<file path="config.mk">
export PLATFORM = sky130hd
export DESIGN_NAME = bram_portb_arbiter
export DESIGN_NICKNAME = d
export VERILOG_FILES = /design/src/rtl/bram_portb_arbiter.sv
export SDC_FILE = /design/constraint.sdc
export NUM_CORES = 1
export LEC_CHECK = 0
export BUFFER_PORTS_ARGS = -buffer_cell sky130_fd_sc_hd__buf_2
export CORE_MARGIN = 4
export CORE_UTILIZATION = 30
export DETAILED_ROUTE_END_ITERATION = 8
export PLACE_DENSITY = 0.62
export SYNTH_ARGS = -nofsm -noshare
export SYNTH_HDL_FRONTEND = slang
export SYNTH_SLANG_ARGS = --single-unit
</file>
<file path="constraint.sdc">
create_clock -name clk -period 5.7 [get_ports clk]
set_clock_uncertainty 0.15 [all_clocks]
set_input_delay 0.57 -clock clk [delete_from_list [all_inputs] [get_ports clk]]
set_output_delay 0.57 -clock clk [all_outputs]
set_load 0.05 [all_outputs]
</file>
<file path="src/rtl/bram_portb_arbiter.sv">
// bram_portb_arbiter: shares BRAM port B between the LED-matrix frame reader
// (read-only) and the controller-state writer (read/write). Round-robin grants
// with a burst limit, one IDLE turnaround cycle on every ownership change, and
// a tagged read-return pipe that steers q_b back to whoever issued the read.
module bram_portb_arbiter #(
  parameter int AW        = 16,
  parameter int DW        = 16,
  parameter int MAX_BURST = 8,
  parameter int READ_LAT  = 1
) (
  input  logic          clk,
  input  logic          reset,
  input  logic          m_req,
  input  logic [AW-1:0] m_addr,
  output logic          m_gnt,
  output logic          m_rvalid,
  output logic [DW-1:0] m_rdata,
  input  logic          c_req,
  input  logic          c_we,
  input  logic [AW-1:0] c_addr,
  input  logic [DW-1:0] c_wdata,
  output logic          c_gnt,
  output logic          c_rvalid,
  output logic [DW-1:0] c_rdata,
  output logic [AW-1:0] addr_b,
  output logic [DW-1:0] data_b,
  output logic          we_b,
  input  logic [DW-1:0] q_b
);

  typedef enum logic [1:0] {
    IDLE  = 2'd0,
    OWN_M = 2'd1,
    OWN_C = 2'd2
  } state_t;

  localparam int            CW         = (MAX_BURST > 1) ? $clog2(MAX_BURST) : 1;
  localparam logic [CW-1:0] BURST_LAST = CW'(MAX_BURST - 1);

  state_t        state_r, state_s;
  logic          last_c_r, last_c_s;     // 1 = controller held the port last
  logic [CW-1:0] cnt_r, cnt_s;           // beats taken in the current grant
  logic          m_beat_s, c_beat_s;
  logic          rd_push_s;
  logic [AW-1:0] addr_hold_r;
  logic [DW-1:0] data_hold_r;
  logic [READ_LAT-1:0] pipe_vld_r;       // read in flight at each stage
  logic [READ_LAT-1:0] pipe_c_r;         // 1 = read belongs to controller

  // A beat is a cycle where the current owner still asserts its request.
  always_comb begin
    m_beat_s  = (state_r == OWN_M) && m_req;
    c_beat_s  = (state_r == OWN_C) && c_req;
    rd_push_s = m_beat_s || (c_beat_s && !c_we);
  end

  // Next-state logic: arbitration from IDLE, release on drop or burst limit.
  always_comb begin
    state_s  = state_r;
    last_c_s = last_c_r;
    cnt_s    = cnt_r;
    case (state_r)
      IDLE: begin
        cnt_s = '0;
        if (m_req && c_req) begin
          state_s = last_c_r ? OWN_M : OWN_C;
        end else if (m_req) begin
          state_s = OWN_M;
        end else if (c_req) begin
          state_s = OWN_C;
        end else begin
          state_s = IDLE;
        end
      end
      OWN_M: begin
        if (!m_req) begin
          state_s = IDLE;
          cnt_s   = '0;
        end else if (cnt_r == BURST_LAST) begin
          cnt_s = '0;
          if (c_req) begin
            state_s  = IDLE;
            last_c_s = 1'b0;
          end else begin
            state_s = OWN_M;
          end
        end else begin
          cnt_s = cnt_r + CW'(1);
        end
      end
      OWN_C: begin
        if (!c_req) begin
          state_s = IDLE;
          cnt_s   = '0;
        end else if (cnt_r == BURST_LAST) begin
          cnt_s = '0;
          if (m_req) begin
            state_s  = IDLE;
            last_c_s = 1'b1;
          end else begin
            state_s = OWN_C;
          end
        end else begin
          cnt_s = cnt_r + CW'(1);
        end
      end
      default: begin
        state_s = IDLE;
        cnt_s   = '0;
      end
    endcase
  end

  // Arbiter state register; reset makes the matrix win the first tie.
  always_ff @(posedge clk or negedge reset) begin
    if (!reset) begin
      state_r  <= IDLE;
      last_c_r <= 1'b1;
      cnt_r    <= '0;
    end else begin
      state_r  <= state_s;
      last_c_r <= last_c_s;
      cnt_r    <= cnt_s;
    end
  end

  // Port B drive: owner's address on a beat, otherwise hold the last beat.
  always_comb begin
    addr_b = addr_hold_r;
    data_b = data_hold_r;
    we_b   = 1'b0;
    if (m_beat_s) begin
      addr_b = m_addr;
      data_b = c_wdata;
      we_b   = 1'b0;
    end else if (c_beat_s) begin
      addr_b = c_addr;
      data_b = c_wdata;
      we_b   = c_we;
    end else begin
      addr_b = addr_hold_r;
      data_b = data_hold_r;
      we_b   = 1'b0;
    end
  end

  // Remember the last beat's address/data so the bus is quiet between beats.
  always_ff @(posedge clk or negedge reset) begin
    if (!reset) begin
      addr_hold_r <= '0;
      data_hold_r <= '0;
    end else if (m_beat_s || c_beat_s) begin
      addr_hold_r <= addr_b;
      data_hold_r <= data_b;
    end else begin
      addr_hold_r <= addr_hold_r;
      data_hold_r <= data_hold_r;
    end
  end

  // Read-return tag pipe, aligned with the BRAM read latency.
  always_ff @(posedge clk or negedge reset) begin
    if (!reset) begin
      pipe_vld_r <= '0;
      pipe_c_r   <= '0;
    end else begin
      pipe_vld_r[0] <= rd_push_s;
      pipe_c_r[0]   <= c_beat_s;
      for (int i = 1; i < READ_LAT; i++) begin
        pipe_vld_r[i] <= pipe_vld_r[i-1];
        pipe_c_r[i]   <= pipe_c_r[i-1];
      end
    end
  end

  assign m_gnt    = (state_r == OWN_M);
  assign c_gnt    = (state_r == OWN_C);
  assign m_rvalid = pipe_vld_r[READ_LAT-1] && !pipe_c_r[READ_LAT-1];
  assign c_rvalid = pipe_vld_r[READ_LAT-1] &&  pipe_c_r[READ_LAT-1];
  assign m_rdata  = q_b;
  assign c_rdata  = q_b;

endmodule

</file>
# Yosys cells after proc, flatten, opt, wreduce, memory -nomap -nowiden
# Index checks and enable logic that the tools add are counted.
# totals
ram_bits,0
latchBits,0
elab_cells,61
register_bits,40
mem_bits_ro,0
n_memories,0
# op_classes
n_addsub,1
n_div,0
order_cmp,0
n_eq_ne,11
bitwise,0
n_shift,0
mul,0
reduce_logical,14
n_mux,28
# op_table
cell,n
16-bit two-way mux,4
2-bit two-way mux,9
1-bit two-way mux,9
3-bit two-way mux,3
7-bit AND reduction,1
1-bit logical AND,6
2-bit by 1-bit inequality test with 1-bit output (second input constant),3
2-bit inequality test (second input constant),3
3-bit by 2-bit inequality test with 1-bit output (second input constant),2
2-bit one-hot mux with 3 select lines,1
3-bit one-hot mux with 2 select lines,1
3-bit by 1-bit adder with 3-bit output (second input constant),1
3-bit equality test (second input constant),1
2-bit by 1-bit equality test with 1-bit output (second input constant),1
2-bit equality test (second input constant),1
1-bit zero test,2
2-bit zero test,1
1-bit logical OR,2
1-bit one-hot mux with 2 select lines,1
2-bit AND reduction,1
2-bit nonzero test,1

# Depth between registers and ports, before layout
# depth
depth_word,4
depth_mapped,7

# Least setup slack after synthesis
# OpenSTA, ideal clock, no wires.
# synth_path
path_type,register to output
startpoint,reg state_r[0]
endpoint,out addr_b[10]
arrival_ns,2.705
required_ns,4.980
slack_ns,2.275
n_path_buf,1
path_stages_with_launch,7
path_cell_list,dfrtp_1 -> inv_1 -> ha_1 -> nand2_4 -> buf_6 -> mux2i_1 -> o21ai_0
# synth_via
elab_chain_cells,4
# synth_rtl
item,line_no,rtl
from (decl),40,"state_t state_r, state_s;"
from (signal assigned),121,state_r <= state_s;
2-bit equality test,n/a,
named net c_gnt,22,"output logic c_gnt,"
1-bit logical AND,53,c_beat_s = (state_r == OWN_C) && c_req;
16-bit two-way mux,136,end else if (c_beat_s) begin
16-bit two-way mux,132,if (m_beat_s) begin
to (decl),25,"output logic [AW-1:0] addr_b,"
# The timed path passes the listed nets, and every way through them passes these cells.

# Final worst setup path
# layout_path
startpoint,reg state_r[0]
endpoint,out data_b[7]
# layout_via
elab_chain_cells,4
# layout_rtl
item,line_no,rtl
2-bit equality test,53,
1-bit logical AND,53,
16-bit two-way mux,136,
16-bit two-way mux *,132,
to (decl),26,"output logic [DW-1:0] data_b,"
# Mark *: on every way between the ends. The rest lies on a longest branch, timed or not.

==> results.tsv <==
stage	metric	value	unit
critical_path	Worst R2R Start	state_r[0]	
pwr	PD cells	678.3	nW/um^2
timing	worst slew pin tran	0.8929	ns
global_routing	first-pass GRT wire length	8.004	mm
timing	TNS Setup	0	ns
floorplanning	num rows	32	
logic_synthesis	post-synthesis cell type count	25	
cts	Post-CTS Setup Bufs	0	
placed_design	Post-DP HPWL	3.561	mm
critical_path	CP cell instances	inv_1 > ha_1 > a22oi_4 > buf_4 > mux2_2 > buf_2	
critical_path	Worst Path Arrival	2.37	ns
global_routing	gr ovfl total	0	
timing	Tcrit/Tclk final	54.16	%
logic_synthesis	Yosys top cell by area	dfrtp_1	
logic_synthesis	Syn Area/Cell	11.24	um^2
critical_path	family with the most delay on the worst path	buffers and inverters	
critical_path	CP Launch Type	register	
global_routing	gr usage total	10.24	%
logic_synthesis	Synth area leaders	dfrtp_1, mux2_4, buf_4, mux2i_1, o21ai_0	
logic_synthesis	YS warnings	0	
routing	Pre-antenna DRT Iters	4	
cts	CTS tree	built	
floorplanning	Die Height	97.77	um
layout	ratio of cells with drive above 1 in the final layout	49.45	%
logic_synthesis	Synth Instances	215	
critical_path	slowest CP cell	buf_4	
critical_path	Worst Path Max Fanout	34	
layout	most frequent cells in the layout	buf_2, dfrtp_1, o21ai_0	
logic_synthesis	Syn Nets	290	
pwr	post-layout power	1.901	mW
global_routing	number of global-route vias before repair	1734	
cts	CTS Hold Bufs	0	
timing	Setup violations, final	0	
logic_synthesis	Seq/Total Area, Yosys	41.46	%
timing	minimum clock period	3.087	ns
floorplanning	full die area	9558	um^2
cts	clock network latency to the later pin of the worst-skew pair	0.29	ns
placed_design	GPL Wtd Cong	0.7175	
cts	CTS Buf Count	5	
routing	DR vias	1674	
min_path	Hold Path Class	in2async	
layout	Nets	345	
outcome	status	completed	
global_routing	antenna violations before repair	0	
cts	clock transition at the registers of the reported paths	0.08	ns
routing	DRC Markers	0	
layout	Antenna Cells	0	
timing	Max Slew Vio Count	0	
routing	Routed Antenna Nets	0	
pwr	Peak VDD IR	0.3364	mV
logic_synthesis	top-area cell type share of the netlist area	40.37	%
pwr	Pleak	1.532	nW
timing	fmax	323.9	MHz
run	Max Cap Violations	0	
critical_path	buffer and inverter count on the worst path	3	
critical_path	crit path from	state_r[0]	
cts	Clock Path Buffers	2	
routing	Vias/cell	4.488	
logic_synthesis	flops & latches, synth	40	
critical_path	crit path capture type	output port	
placed_design	buffers added on ports	89	
global_routing	largest net degree at the start of global routing	49	
floorplanning	Initial Utilization	31.12	%
floorplanning	core area	7767	um^2
timing	Worst slew margin	40.47	%
cts	H-tree Lvls	2	
layout	most common cell after layout, fill and taps aside	buf_2	
logic_synthesis	mapped cell area	2417	um^2
timing	Hold Violations, Final	0	
floorplanning	Die Wd	97.77	um
timing	RSZ-0062 raised after global routing	no	
critical_path	CP max stage delay	0.45	ns
cts	Post-CTS Resized	0	
layout	Synth-to-Final Area Change	15.94	%
floorplanning	I/O pins	138	
critical_path	Setup Crit Path Kind	reg2out	
cts	CTS root buf	clkbuf_8	
routing	Detailed Route WL	4.806	mm
routing	wire length per cell	12.88	um
cts	CTS sink cnt	40	
critical_path	critical path data required time	4.98	ns
routing	starting DRC count in detailed routing	69	
## final cells by class
type	instances	area, um^2
clock inverters	1	30.03
flip-flops and latches	40	1002
repair buffers	91	460.4
fillers	815	4965
multi-input cells	128	1071
well taps	102	127.6
inverters	4	15.01
clock buffers	7	96.34
## worst register-to-register path, delay by kind of cell (launching register included)
kind | cells | cell delay [ns]
compound gates | 1 | 0.21
fa+ha+maj | 1 | 0.30
buf+inv | 2 | 0.54
flops | 1 | 0.38
mux | 1 | 0.40
## state kept, by name (all words and copies together), names as in the netlist
name,count
state_r,2
addr_hold_r,16
data_hold_r,16
pipe_vld_r,1
pipe_c_r,1
last_c_r,1
cnt_r,3
## where the power goes
group | switching (mW) | leakage [nW] | internal (mW) | total (mW)
Sequential | 0.0523 | 0.487 | 0.411 | 0.463
Combinational | 0.801 | 0.980 | 0.382 | 1.18
Clock | 0.100 | 0.0645 | 0.155 | 0.255
Total | 0.953 | 1.53 | 0.948 | 1.90
## synthesized netlist by cell type, drive strengths merged
master	instances
ha	6
dfstp	1
nor4b	1
nor2b	3
a22oi	1
nand4	2
nor2	1
and3	3
dfrtp	39
nand2	22
clkbuf	3
mux2	32
o21bai	1
buf	40
a21boi	1
inv	4
mux2i	18
and2	2
a211o	1
o21ai	34
## cells by family after synthesis
logic type | Yosys count | synth area share, %
and+or+nand+nor | 34 | 6.832
AOI/OAI and AO/OA | 38 | 8.903
DFF | 40 | 41.46
buffers and inverters | 47 | 14.23
muxes | 50 | 25.47
adders and majority gates | 6 | 3.106
## final timing paths
| check | to | slack (ns) | cells after the start |
|---|---|---|---|
| max in group asynchronous | data_hold_r[2] | 4.60 | 1 |
| min in group clk | cnt_r[0] | 0.30 | 1 |
| setup / recovery | data_b[7] | 2.61 | 6 |
| hold reg to reg | cnt_r[0] | 0.30 | 1 |
| hold / removal | addr_hold_r[9] | 0.25 | 1 |
| setup reg to reg | data_hold_r[0] | 3.61 | 5 |
## metrics by stage
step | cell area, um^2 | std cells | worst slack [ns] | util, % | hold slack [ns]
2_1_floorplan | 2417 | 215 | 2.275 | - | 0.1244
3_3_place_gp | 2676 | 365 | 3.003 | 34.46 | 0.2787
3_5_place_dp | 2676 | 365 | 2.922 | 34.46 | 0.2973
4_1_cts | 2803 | 373 | 2.588 | 36.08 | 0.2847
5_1_grt | 2803 | 373 | 2.486 | 36.08 | 0.3114
6_report | 2803 | 373 | 2.613 | 36.08 | 0.2531
## layer usage
| layer | global-route usage (%) | wire length (um) | vias up |
|---|---|---|---|
| met3 | 2.500 | 296 | 5 |
| li1 | - | - | 813 |
| met4 | 4.686 | 81 | 0 |
| met5 | 0 | 0 | - |
| met1 | 12.01 | 2005 | 806 |
| met2 | 17.66 | 2422 | 50 |
No activity file was read; power rests on OpenSTA's default activity.
